<file path="config.mk">
export PLATFORM = sky130hd
export DESIGN_NAME = data_memory_arbiter_flat
export DESIGN_NICKNAME = d
export VERILOG_FILES = /design/src/rtl/data_memory_arbiter_pkg.sv /design/src/rtl/data_memory_arbiter_if.sv /design/src/rtl/data_memory_arbiter_rr_burst_arbiter.sv /design/src/rtl/data_memory_arbiter.sv /design/src/flat_wrapper.sv
export SDC_FILE = /design/constraint.sdc
export NUM_CORES = 1
export LEC_CHECK = 0
export ABC_AREA = 1
export BUFFER_PORTS_ARGS = -buffer_cell sky130_fd_sc_hd__buf_2
export CORE_AREA = 4 4 118 120
export DETAILED_ROUTE_END_ITERATION = 12
export DIE_AREA = 0 0 122 124
export PLACE_DENSITY = 0.66
export SETUP_SLACK_MARGIN = 0.5
export SYNTH_ARGS = -nofsm -noshare
export SYNTH_HDL_FRONTEND = slang
export SYNTH_SLANG_ARGS = --single-unit
</file>
<file path="constraint.sdc">
create_clock -name clk -period 2.95 [get_ports clk]
set_input_delay 0.59 -clock clk [delete_from_list [all_inputs] [get_ports clk]]
set_output_delay 0.59 -clock clk [all_outputs]
set_load 0.01 [all_outputs]
</file>
<file path="src/rtl/data_memory_arbiter_pkg.sv">
// Shared constants for the data-memory path.
//   WORD_W    : memory word width
//   BE_W      : byte enables per word
//   PORT_CORE : requester index of the core load/store unit
//   PORT_DMA  : requester index of the matmul tile DMA
package mem_pkg;
  localparam int WORD_W    = 32;
  localparam int BE_W      = 4;
  localparam int NUM_PORTS = 2;
  localparam int PORT_CORE = 0;
  localparam int PORT_DMA  = 1;
endpackage

</file>
<file path="src/rtl/data_memory_arbiter_if.sv">
// Bundle of the two requester ports and the memory-side port.
//   slave  : arbiter view (requests in, grants/read data/memory controls out)
//   master : requester + memory view (the opposite directions)
interface data_memory_arbiter_if
  import mem_pkg::*;
#(
  parameter int ADDR_W = 32
);
  logic              p0_req,     p1_req;
  logic              p0_we,      p1_we;
  logic [ADDR_W-1:0] p0_addr,    p1_addr;
  logic [WORD_W-1:0] p0_wdata,   p1_wdata;
  logic [BE_W-1:0]   p0_byte_en, p1_byte_en;
  logic              p0_gnt,     p1_gnt;
  logic              p0_rvalid,  p1_rvalid;
  logic [WORD_W-1:0] p0_rdata,   p1_rdata;
  logic              mem_we;
  logic [ADDR_W-1:0] mem_addr;
  logic [WORD_W-1:0] mem_wdata;
  logic [BE_W-1:0]   mem_byte_en;
  logic [WORD_W-1:0] mem_rdata;

  modport slave (
    input  p0_req, p1_req, p0_we, p1_we, p0_addr, p1_addr,
           p0_wdata, p1_wdata, p0_byte_en, p1_byte_en, mem_rdata,
    output p0_gnt, p1_gnt, p0_rvalid, p1_rvalid, p0_rdata, p1_rdata,
           mem_we, mem_addr, mem_wdata, mem_byte_en
  );

  modport master (
    output p0_req, p1_req, p0_we, p1_we, p0_addr, p1_addr,
           p0_wdata, p1_wdata, p0_byte_en, p1_byte_en, mem_rdata,
    input  p0_gnt, p1_gnt, p0_rvalid, p1_rvalid, p0_rdata, p1_rdata,
           mem_we, mem_addr, mem_wdata, mem_byte_en
  );
endinterface

</file>
<file path="src/rtl/data_memory_arbiter_rr_burst_arbiter.sv">
// Two-port sticky round-robin arbiter with a burst limit.
//   clk, reset : clock, synchronous active-low reset
//   req[1:0]   : per-port request
//   gnt[1:0]   : combinational one-hot grant (zero when idle)
// State: owner (last granted port), burst_cnt (grants in the current run).
module rr_burst_arbiter #(
  parameter int MAX_BURST = 4
) (
  input  logic       clk,
  input  logic       reset,
  input  logic [1:0] req,
  output logic [1:0] gnt
);
  localparam int               CNT_W   = $clog2(MAX_BURST + 1);
  localparam logic [CNT_W-1:0] CNT_MAX = CNT_W'(MAX_BURST);

  logic             owner,     owner_nxt;
  logic [CNT_W-1:0] burst_cnt, burst_cnt_nxt;
  logic             win;

  always_comb begin
    gnt           = '0;
    win           = owner;
    owner_nxt     = owner;
    burst_cnt_nxt = burst_cnt;
    case (req)
      2'b01:   win = 1'b0;
      2'b10:   win = 1'b1;
      // Owner keeps the memory only while a run is in progress and under the
      // limit; a fresh tie (no run) goes to the other port, which is why
      // resetting owner to 1 hands port 0 the first tie.
      2'b11:   win = (burst_cnt != '0 && burst_cnt < CNT_MAX) ? owner : ~owner;
      default: win = owner;
    endcase
    if (|req) begin
      gnt[win] = 1'b1;
      if (win == owner && &req) begin
        burst_cnt_nxt = (burst_cnt == CNT_MAX) ? burst_cnt : burst_cnt + CNT_W'(1);
      end else begin
        burst_cnt_nxt = CNT_W'(1);
        owner_nxt     = win;
      end
    end else begin
      burst_cnt_nxt = '0;
    end
  end

  always_ff @(posedge clk) begin
    if (!reset) begin
      owner     <= 1'b1;
      burst_cnt <= '0;
    end else begin
      owner     <= owner_nxt;
      burst_cnt <= burst_cnt_nxt;
    end
  end
endmodule

</file>
<file path="src/rtl/data_memory_arbiter.sv">
// Shares the single-ported data memory between the core LSU (port 0) and
// the matmul tile DMA (port 1). One access per cycle, grant in the same
// cycle, load data registered and returned one cycle after the grant.
//   clk, reset : clock, synchronous active-low reset
//   bus        : requester ports p0_*/p1_* and memory port mem_*
module data_memory_arbiter
  import mem_pkg::*;
#(
  parameter int MAX_BURST = 4,
  parameter int ADDR_W    = 32
) (
  input  logic                  clk,
  input  logic                  reset,
  data_memory_arbiter_if.slave  bus
);
  logic [NUM_PORTS-1:0]             req, gnt, we, ld;
  logic [NUM_PORTS-1:0]             rvalid_q;
  logic [NUM_PORTS-1:0][WORD_W-1:0] rdata_q;
  logic [ADDR_W-1:0]                addr_sel;

  assign req = {bus.p1_req, bus.p0_req};
  assign we  = {bus.p1_we,  bus.p0_we};
  assign ld  = gnt & ~we;

  rr_burst_arbiter #(.MAX_BURST(MAX_BURST)) u_arb (
    .clk   (clk),
    .reset (reset),
    .req   (req),
    .gnt   (gnt)
  );

  assign bus.p0_gnt = gnt[PORT_CORE];
  assign bus.p1_gnt = gnt[PORT_DMA];

  // Port 0 is the default path when nothing is granted.
  assign addr_sel        = gnt[PORT_DMA] ? bus.p1_addr    : bus.p0_addr;
  assign bus.mem_addr    = addr_sel;
  assign bus.mem_wdata   = gnt[PORT_DMA] ? bus.p1_wdata   : bus.p0_wdata;
  assign bus.mem_byte_en = gnt[PORT_DMA] ? bus.p1_byte_en : bus.p0_byte_en;
  // Grants stay combinational during reset, so the store strobe is gated
  // to keep a reset cycle from corrupting memory.
  assign bus.mem_we      = reset & |(gnt & we);

  always_ff @(posedge clk) begin
    if (!reset) begin
      rvalid_q <= '0;
      rdata_q  <= '0;
    end else begin
      for (int i = 0; i < NUM_PORTS; i++) begin
        rvalid_q[i] <= ld[i];
        if (ld[i]) rdata_q[i] <= bus.mem_rdata;
      end
    end
  end

  assign bus.p0_rvalid = rvalid_q[PORT_CORE];
  assign bus.p1_rvalid = rvalid_q[PORT_DMA];
  assign bus.p0_rdata  = rdata_q[PORT_CORE];
  assign bus.p1_rdata  = rdata_q[PORT_DMA];
endmodule

</file>
<file path="src/flat_wrapper.sv">
// flat-port wrapper written by rule: the top's interface ports become plain ports
module data_memory_arbiter_flat import mem_pkg::*;
#(
  parameter int MAX_BURST = 4,
  parameter int ADDR_W    = 32
)
  (clk, reset, bus_p0_req, bus_p1_req, bus_p0_we, bus_p1_we, bus_p0_addr, bus_p1_addr, bus_p0_wdata, bus_p1_wdata, bus_p0_byte_en, bus_p1_byte_en, bus_mem_rdata, bus_p0_gnt, bus_p1_gnt, bus_p0_rvalid, bus_p1_rvalid, bus_p0_rdata, bus_p1_rdata, bus_mem_we, bus_mem_addr, bus_mem_wdata, bus_mem_byte_en);
  data_memory_arbiter_if #(.ADDR_W(ADDR_W)) bus_i ();
  input  logic clk;
  input  logic reset;
  input wire logic [$bits(bus_i.p0_req)-1:0] bus_p0_req;
  input wire logic [$bits(bus_i.p1_req)-1:0] bus_p1_req;
  input wire logic [$bits(bus_i.p0_we)-1:0] bus_p0_we;
  input wire logic [$bits(bus_i.p1_we)-1:0] bus_p1_we;
  input wire logic [$bits(bus_i.p0_addr)-1:0] bus_p0_addr;
  input wire logic [$bits(bus_i.p1_addr)-1:0] bus_p1_addr;
  input wire logic [$bits(bus_i.p0_wdata)-1:0] bus_p0_wdata;
  input wire logic [$bits(bus_i.p1_wdata)-1:0] bus_p1_wdata;
  input wire logic [$bits(bus_i.p0_byte_en)-1:0] bus_p0_byte_en;
  input wire logic [$bits(bus_i.p1_byte_en)-1:0] bus_p1_byte_en;
  input wire logic [$bits(bus_i.mem_rdata)-1:0] bus_mem_rdata;
  output wire logic [$bits(bus_i.p0_gnt)-1:0] bus_p0_gnt;
  output wire logic [$bits(bus_i.p1_gnt)-1:0] bus_p1_gnt;
  output wire logic [$bits(bus_i.p0_rvalid)-1:0] bus_p0_rvalid;
  output wire logic [$bits(bus_i.p1_rvalid)-1:0] bus_p1_rvalid;
  output wire logic [$bits(bus_i.p0_rdata)-1:0] bus_p0_rdata;
  output wire logic [$bits(bus_i.p1_rdata)-1:0] bus_p1_rdata;
  output wire logic [$bits(bus_i.mem_we)-1:0] bus_mem_we;
  output wire logic [$bits(bus_i.mem_addr)-1:0] bus_mem_addr;
  output wire logic [$bits(bus_i.mem_wdata)-1:0] bus_mem_wdata;
  output wire logic [$bits(bus_i.mem_byte_en)-1:0] bus_mem_byte_en;
  assign bus_i.p0_req = bus_p0_req;
  assign bus_i.p1_req = bus_p1_req;
  assign bus_i.p0_we = bus_p0_we;
  assign bus_i.p1_we = bus_p1_we;
  assign bus_i.p0_addr = bus_p0_addr;
  assign bus_i.p1_addr = bus_p1_addr;
  assign bus_i.p0_wdata = bus_p0_wdata;
  assign bus_i.p1_wdata = bus_p1_wdata;
  assign bus_i.p0_byte_en = bus_p0_byte_en;
  assign bus_i.p1_byte_en = bus_p1_byte_en;
  assign bus_i.mem_rdata = bus_mem_rdata;
  assign bus_p0_gnt = bus_i.p0_gnt;
  assign bus_p1_gnt = bus_i.p1_gnt;
  assign bus_p0_rvalid = bus_i.p0_rvalid;
  assign bus_p1_rvalid = bus_i.p1_rvalid;
  assign bus_p0_rdata = bus_i.p0_rdata;
  assign bus_p1_rdata = bus_i.p1_rdata;
  assign bus_mem_we = bus_i.mem_we;
  assign bus_mem_addr = bus_i.mem_addr;
  assign bus_mem_wdata = bus_i.mem_wdata;
  assign bus_mem_byte_en = bus_i.mem_byte_en;
  data_memory_arbiter #(.MAX_BURST(MAX_BURST), .ADDR_W(ADDR_W)) u_core (.clk(clk), .reset(reset), .bus(bus_i));
endmodule
</file>
==> impl_metrics.tcl, run 1 <==
set metrics [dict create \
    syn_area_um2 3560 \
    syn2layout_area_growth_pct 96.5 \
    instances_no_fill 1116 \
    critPathTopFamily "simple AND/OR/NAND/NOR gates" \
    worst_setup_path_end_kind "output port" \
    cpPeakStageDelay_ns 0.33 \
    dp_hpwl_um 13100 \
    nets 1104 \
    setup-violations-final 0 \
    tns_ns 0 \
    run_status "complete, no violations" \
    insertion_delay_ns 0.33 \
    critPathKind "reg -> out" \
    final_cell_mix "271 x buf_2, 235 x nand2_1, 68 x dfxtp_1" \
    ir_worst_vdd_mv 0.312 \
    worst_slew_pin_slew_ns 0.654 \
    syn_area_per_cell_um2 5.91 \
    start_util 0.274 \
    synth_top_cell_area_share 0.394 \
    finalWorstSetupSlack_ns 0.441 \
    worstPathCellList "inv_2 > ha_4 > nor2_4 > nand2_2 > nand2_4 > nand2_8 > buf_4 > inv_8 > nand2_1 > nand2_1 > buf_2" \
    cts_sinks 70 \
    max_cap_viol_count 0 \
    hold_class "reg -> reg" \
    cts_buffer_depth 2 \
    grt_max_degree 66 \
    worstPathArrival_ns 1.92 \
    cts_inserted_buffers 9 \
    first_global_vias 4547 \
    cp.buffers_inverters 4 \
    maxSlewViolCount 0 \
    syn_inst 602 \
    cp-start-kind "flop" \
    die_y_um 124 \
    dieArea_um2 15100 \
    route.detailed.wl_per_inst_um 17.2 \
    n_fill_cell 1262 \
    final_util 0.539 \
    place_area_um2 5250 \
    final_common_cell "buf_2" \
    drt_iter0_drc 305 \
    ctsHoldBuffers 0 \
    cts_root_buf "clkbuf_16" \
    ys_warn_count 0 \
    grt_overflow 0 \
    seq_area_um2 1400 \
    synth_seq_cells 70 \
    period_needed_ns 2.51 \
    vias_per_cell 4.53 \
    ios 311 \
    htree_levels 3 \
    gr-usage-all-layers 0.215 \
    antenna_found_initial 8 \
    crit_fanout 10 \
    skew_ns 0.00417 \
    crit_slowest_cell "dfxtp_2" \
    drc 0 \
    grt_first_pass_wirelength_um 24600 \
    synthTopCellsByArea "dfxtp_1 39%, nand2_1 36%, nor2_1 7.2%" \
    yosys.area.top_type "dfxtp_1" \
    multi_input_area_um2 2400 \
    cts_tree "done" \
    power_leakage_nw 4.13 \
    cp_data_required_time_ns 2.36 \
    ys_seq_area_frac 0.394 \
    placedCellCount 1063 \
    num_vias 5061 \
    routed_wl_um 19200 \
    final_area_um2 6990 \
    fmax_ghz 0.399 \
    clk_pin_slew_ns 0.05 \
    finalHoldViolCount 0 \
    die_w_um 122 \
    layout-drive-gt1-share 0.520 \
    rsz0062_at_grt "yes" \
    finalCritPeriodShare 0.851 \
    drtPass1Iterations 6 \
    power_density_nw_per_um2 491 \
    synth_fp_nets 778 \
    max-slew-margin-rel 0.564 \
    dp_slack_ns 0.486 \
    place.gp.congestion 0.831 \
    port_buffers 310 \
    coreArea_um2 13000 \
    ys_types 20 \
    ant_nets 0 \
    row_count 42 \
    path_common_cell "nand2_1" \
]
-- Yosys cell counts --
library cell,n
nand2_1,340
dfxtp_1,70
nor2_1,68
inv_1,38
nand3_1,34
buf_2,11
clkbuf_1,11
buf_4,8
a21oi_1,5
buf_1,3
buf_6,2
ha_1,2
inv_2,2
nand2_4,2
nand2_2,1
nand4_1,1
nor2_4,1
o21ai_0,1
or2_2,1
xnor2_1,1
-- worst paths after layout --
check / to / slack [ns] / from / cells past startpoint
worst max-delay path: bus_mem_addr[7] / 0.44 / u_core.u_arb.burst_cnt[0]$_SDFFE_PN0P_ / 11
worst min-delay path: u_core.bus.p1_rdata[7]$_SDFFE_PN0P_ / 0.47 / u_core.bus.p1_rdata[7]$_SDFFE_PN0P_ / 2
worst max register to register: u_core.bus.p1_rdata[17]$_SDFFE_PN0P_ / 1.00 / u_core.u_arb.burst_cnt[0]$_SDFFE_PN0P_ / 12
worst min register to register: u_core.bus.p1_rdata[7]$_SDFFE_PN0P_ / 0.47 / u_core.bus.p1_rdata[7]$_SDFFE_PN0P_ / 2
-- where the power goes --
group          internal [mW]  switching (mW)
Combinational          0.603           0.672
Sequential              1.01          0.0333
Clock                  0.726           0.389
-- flip-flops by register name, indices dropped and copies added, names as in the netlist --
register / flops
u_core.bus.p0_rdata: 32
u_core.bus.p1_rdata: 32
u_core.u_arb.burst_cnt: 3
u_core.rvalid_q: 2
u_core.u_arb.owner: 1
-- metal layers --
layer	wire (um)	vias up	global-route usage	share of wire
met2	9360	278	0.358	0.49
met5	26	-	0	0.0014
met4	925	4	0.112	0.048
met1	6960	2258	0.243	0.36
met3	1940	67	0.0745	0.10
li1	-	2454	-	-
-- cells by family (layout without fill, tap and decap cells) --
family | after synthesis | count (layout) | share of synthesized area
AO/OA/AOI/OAI | 6 | 6 | 0.00843
AND/OR/NAND/NOR | 448 | 448 | 0.493
flip-flops | 70 | 70 | 0.394
XOR/XNOR | 1 | 1 | 0.00246
other | 0 | 7 | 0
buffers and inverters | 75 | 406 | 0.0956
adder cells (fa/ha/maj) | 2 | 2 | 0.00703
-- what timing repair did --
item                       CTS  global route
pin swaps                   23            38
setup endpoints to repair   71            71
gates cloned                11             4
buffers inserted            11             4
resized for setup           90           141
-- worst reg2reg max path: cells and delay by family, from the launching register on --
kind | cells | cell delay (ns)
flip-flops | 1 | 0.33
adder cells (fa/ha/maj) | 1 | 0.16
buffers and inverters | 4 | 0.70
AND/OR/NAND/NOR | 7 | 0.72
-- cell type report --
class / count / area share
timing repair buffer: 349 / 0.352
multi-input combinational: 457 / 0.343
sequential: 70 / 0.201
clock buffer: 14 / 0.0392
tap: 176 / 0.0315
inverter: 40 / 0.0233
clock inverter: 2 / 0.00555
antenna: 7 / 0.00250
timing repair inverter: 1 / 0.00161
-- metrics by stage --
| step | hold slack [ns] | power (mW) |
|---|---|---|
| after global routing | 0.461 | 3.61 |
| after detailed placement | 0.459 | 1.88 |
| after global placement | 0.453 | 1.87 |
| final | 0.465 | 3.44 |
| after floorplan | 0.435 | 1.48 |
| after CTS | 0.450 | 3.25 |
No activity file was read; power rests on OpenSTA's default activity.
==> run 2, diff against run 1 <==
clock period = 3.1 ns   (was 2.95 ns; I/O delays follow)
==> run 2 against run 1 <==
- critical path depth stayed put
- core utilization fell by 9.7 points
- cell count shrank 2.2%
- routed wire length fell by 12%
- largest power group is now the clock network
- die area stayed put
- critical endpoint is now bus_mem_addr[15]
- largest cell class is now multi-input gates
- clock skew about the same
- via count fell by 7.4%
- register-to-register slack worse by 0.08 ns
==> impl_metrics.tcl, run 2 (same netlist as run 1, synthesis figures left out) <==
set metrics [dict create \
    run_status "complete, no violations" \
    finalCritPeriodShare 0.815 \
    maxSlewViolCount 0 \
    cts_sinks 70 \
    finalHoldViolCount 0 \
    dp_hpwl_um 13400 \
    grt_overflow 0 \
    nets 1083 \
    grt_first_pass_wirelength_um 22500 \
    finalWorstSetupSlack_ns 0.572 \
    vias_per_cell 4.30 \
    routed_wl_um 17000 \
    final_cell_mix "338 x nand2_1, 310 x buf_2, 68 x dfxtp_1" \
    grt_max_degree 66 \
    worstPathArrival_ns 1.91 \
    ctsHoldBuffers 0 \
    rsz0062_at_grt "no" \
    seq_area_um2 1400 \
    num_vias 4688 \
    antenna_found_initial 5 \
    final_util 0.441 \
    syn2layout_area_growth_pct 61.0 \
    power_leakage_nw 3.59 \
    max-slew-margin-rel 0.563 \
    insertion_delay_ns 0.33 \
    worst_slew_pin_slew_ns 0.655 \
    layout-drive-gt1-share 0.394 \
    cts_buffer_depth 2 \
    dieArea_um2 15100 \
    drt_iter0_drc 241 \
    row_count 42 \
    cp_data_required_time_ns 2.48 \
    die_y_um 124 \
    setup-violations-final 0 \
    critPathKind "reg -> out" \
    die_w_um 122 \
    fmax_ghz 0.396 \
    dp_slack_ns 0.615 \
    coreArea_um2 13000 \
    cts_tree "done" \
    cts_inserted_buffers 9 \
    place.gp.congestion 0.872 \
    hold_class "reg -> reg" \
    drtPass1Iterations 4 \
    final_common_cell "nand2_1" \
    cts_root_buf "clkbuf_16" \
    port_buffers 310 \
    tns_ns 0 \
    first_global_vias 4115 \
    max_cap_viol_count 0 \
    multi_input_area_um2 1860 \
    worst_setup_path_end_kind "output port" \
    cp-start-kind "flop" \
    route.detailed.wl_per_inst_um 15.6 \
    ios 311 \
    crit_fanout 18 \
    clk_pin_slew_ns 0.06 \
    skew_ns 0.00428 \
    n_fill_cell 1422 \
    power_density_nw_per_um2 496 \
    ir_worst_vdd_mv 0.368 \
    ant_nets 0 \
    gr-usage-all-layers 0.198 \
    drc 0 \
    start_util 0.274 \
    htree_levels 3 \
    period_needed_ns 2.53 \
]
-- run 2: power breakdown --
| group | total (mW) | switching (mW) | internal, mW |
|---|---|---|---|
| Sequential | 0.995 | 0.0308 | 0.964 |
| Clock | 1.03 | 0.385 | 0.641 |
| Combinational | 0.821 | 0.476 | 0.344 |
| Total | 2.84 | 0.892 | 1.95 |
-- run 2: metrics by stage --
stage / instances / instance area (um^2) / power, mW / hold WS, ns
floorplan: 602 / 3560 / 1.41 / 0.435
global placement: 1066 / 5260 / 1.78 / 0.450
detailed placement: 1066 / 5260 / 1.79 / 0.458
CTS: 1084 / 5640 / 2.85 / 0.435
global route: 1091 / 5730 / 3.00 / 0.484
finish: 1091 / 5730 / 2.84 / 0.464
-- run 2: critical path: stages, from the launching register on --
cell,delay (ns)
dfxtp_2,0.34
inv_1,0.05
ha_2,0.19
nor2_4,0.13
nand2_2,0.09
nand2_4,0.09
nand2_8,0.08
buf_4,0.15
clkbuf_16,0.17
nand2_1,0.10
nand2_1,0.05
buf_2,0.13
-- run 2: final cells by class --
cell class	count	share of cell area
diodes	3	0.00131
clock buffers	10	0.0417
clock inverters	6	0.0107
inverters	40	0.0284
multi-input cells	457	0.324
flip-flops and latches	70	0.245
well taps	176	0.0384
repair buffers	329	0.310
-- run 2: layer usage --
| layer | GRT usage | up-vias | wire (um) |
|---|---|---|---|
| met5 | 0 | - | 27 |
| met4 | 0.0763 | 4 | 227 |
| met3 | 0.0559 | 19 | 1620 |
| met2 | 0.350 | 211 | 8490 |
| met1 | 0.228 | 2053 | 6630 |
| li1 | - | 2401 | - |
-- run 2: repair_timing --
| item | in CTS | in global routing |
|---|---|---|
| setup endpoints to repair | 70 | 67 |
| pin swaps | 2 | 5 |
| setup buffers | 1 | 3 |
| resized for setup | 10 | 7 |
| gates cloned | 1 | 1 |
-- run 2: final timing paths --
check                                                       startpoint                                    to  slack, ns  depth (start not counted)
worst max register to register  u_core.u_arb.burst_cnt[1]$_SDFFE_PN0N_   u_core.bus.p1_rdata[2]$_SDFFE_PN0P_       0.92                         12
worst max-delay path            u_core.u_arb.burst_cnt[1]$_SDFFE_PN0N_                      bus_mem_addr[15]       0.57                         11
worst min register to register    u_core.bus.p1_rdata[31]$_SDFFE_PN0P_  u_core.bus.p1_rdata[31]$_SDFFE_PN0P_       0.46                          2
worst min-delay path              u_core.bus.p1_rdata[31]$_SDFFE_PN0P_  u_core.bus.p1_rdata[31]$_SDFFE_PN0P_       0.46                          2
==> run 3, diff against run 2 <==
clock period = 2.5 ns   (was 3.1 ns; I/O delays follow)
==> run 3 against run 2 <==
- clock power is 24% higher
- core utilization is 7.3 points higher
- worst hold slack worse by 0.090 ns
- clock-buffer cell count is 3 higher
- non-clock buffer count is 17 higher
- via count is 5.2% higher
==> impl_metrics.tcl, run 3 (same netlist as run 1, synthesis figures left out) <==
set metrics [dict create \
    hold_class "in -> reg" \
    worst_slew_pin_slew_ns 0.469 \
    total_power_mw 3.91 \
    finalWorstSetupSlack_ns 0.110 \
    port_buffers 310 \
    hold_end "u_core.bus.p1_rdata[3]$_SDFFE_PN0P_" \
    grt_overflow 0 \
    vias_per_cell 4.45 \
    insertion_delay_ns 0.33 \
    maxSlewViolCount 0 \
    dp_hpwl_um 13200 \
    grt_first_pass_wirelength_um 24500 \
    r2r-start "u_core.u_arb.burst_cnt[1]$_SDFFE_PN0N_" \
    drtPass1Iterations 5 \
    seq_area_um2 1400 \
    route.met2.wl_um 9130 \
    antenna_found_initial 5 \
    htree_levels 3 \
    multi_input_area_um2 2170 \
    period_needed_ns 2.39 \
    wl_met1_um 6920 \
    ant_nets 0 \
    worstHoldStart "bus_mem_rdata[3]" \
    rsz0062_at_grt "yes" \
    worstRegToRegCells 12 \
    reg2reg_slack_ns 0.61 \
    clk_pin_slew_ns 0.06 \
    final_area_um2 6670 \
    syn2layout_area_growth_pct 87.5 \
    critPathKind "reg -> out" \
    worstPathArrival_ns 1.89 \
    n_fill_cell 1274 \
    place_area_um2 5250 \
    run_status "complete, no violations" \
    drc 0 \
    ir_worst_vdd_mv 0.468 \
    cts_root_buf "clkbuf_16" \
    grt_max_degree 66 \
    dp_slack_ns 0.284 \
    power_density_nw_per_um2 586 \
    place.gp.congestion 0.805 \
    cts_inserted_buffers 9 \
    routed_wl_um 18800 \
    gr-usage-all-layers 0.215 \
    max_cap_viol_count 0 \
    final_cell_mix "283 x buf_2, 264 x nand2_1, 68 x dfxtp_1" \
    crit_fanout 8 \
    nets 1100 \
    ctsHoldBuffers 0 \
    coreArea_um2 13000 \
    die_y_um 124 \
    cts_buffer_depth 2 \
    worst_r2r_endpoint "u_core.bus.p1_rdata[31]$_SDFFE_PN0P_" \
    cp_data_required_time_ns 2.00 \
    setup-violations-final 0 \
    skew_ns 0.00566 \
    tns_ns 0 \
    max-slew-margin-rel 0.688 \
    worst_setup_path_end_kind "output port" \
    finalHoldViolCount 0 \
    dieArea_um2 15100 \
    fmax_ghz 0.418 \
    highest_layer "met5" \
    finalCritPeriodShare 0.956 \
    cts_sinks 70 \
    layout-drive-gt1-share 0.488 \
    hold_depth 3 \
    start_util 0.274 \
    ios 311 \
    final_util 0.514 \
    cp-start-kind "flop" \
    power_leakage_nw 3.94 \
    die_w_um 122 \
    cts_tree "done" \
    dr_wl_met3_um 1920 \
    num_vias 4930 \
    row_count 42 \
    drt_iter0_drc 294 \
    first_global_vias 4399 \
    route.detailed.wl_per_inst_um 17.0 \
    final_common_cell "buf_2" \
]
run 3: cell types whose count changed in the layout (fill, tap and decap cells not counted), moves of 6 or more:
cell / before / now
nand2_2: 2 / 55
nand2_1: 338 / 264
buf_2: 310 / 283
buf_6: 0 / 27
nand2_4: 2 / 22
buf_16: 2 / 9
clkbuf_16: 10 / 16
buf_12: 2 / 8
run 3: critical path: stages (launching register included):
cell       delay (ns)
dfxtp_2          0.33
inv_2            0.04
ha_4             0.16
nor2_4           0.12
nand2_2          0.09
nand2_4          0.09
nand2_8          0.09
inv_12           0.07
buf_12           0.15
clkbuf_16        0.17
nand2_2          0.05
nand2_1          0.06
buf_2            0.13
run 3: layer usage:
metal | vias up | global-route usage
li1 | 2444 | -
met1 | 2163 | 0.249
met2 | 261 | 0.374
met3 | 60 | 0.0722
met4 | 2 | 0.0721
met5 | - | 0
run 3: timing repair:
| action | CTS | global route |
|---|---|---|
| resized for setup | 55 | 108 |
| endpoints found under the setup margin | 71 | 87 |
| buffers inserted | 11 | 1 |
| pin swaps | 8 | 16 |
| gates cloned | 9 | 7 |
run 3: report_power, final:
part / internal (mW) / switching (mW)
Sequential: 1.20 / 0.0388
Clock: 0.825 / 0.454
Combinational: 0.664 / 0.732
Total: 2.69 / 1.22
run 3: final cells by class:
cell class                 instances  share of cell area
sequential                        70               0.210
multi-input combinational        457               0.326
tap                              176              0.0330
antenna                            3             0.00113
clock buffer                      13              0.0390
timing repair buffer             346               0.360
clock inverter                     3             0.00638
inverter                          40              0.0244
run 3: how the worst max path moves through the flow:
stage	cells after the start	from	to	slack, ns
6_report	12	u_core.u_arb.burst_cnt[1]$_SDFFE_PN0N_	bus_mem_wdata[8]	0.11
5_1_grt	12	u_core.u_arb.burst_cnt[1]$_SDFFE_PN0N_	bus_mem_addr[6]	0.04
4_1_cts	12	u_core.u_arb.burst_cnt[1]$_SDFFE_PN0N_	bus_mem_wdata[20]	0.12
3_5_place_dp	11	u_core.u_arb.burst_cnt[0]$_SDFFE_PN0P_	bus_mem_addr[5]	0.28
3_3_place_gp	11	u_core.u_arb.burst_cnt[0]$_SDFFE_PN0P_	bus_mem_addr[5]	0.31
2_1_floorplan	8	u_core.u_arb.burst_cnt[0]$_SDFFE_PN0P_	bus_mem_addr[0]	0.52
run 3: metrics by stage:
stage          hold WS, ns  cells
6_report             0.374   1108
5_1_grt              0.375   1108
4_1_cts              0.362   1097
3_5_place_dp         0.459   1061
3_3_place_gp         0.452   1061
2_1_floorplan        0.435    602
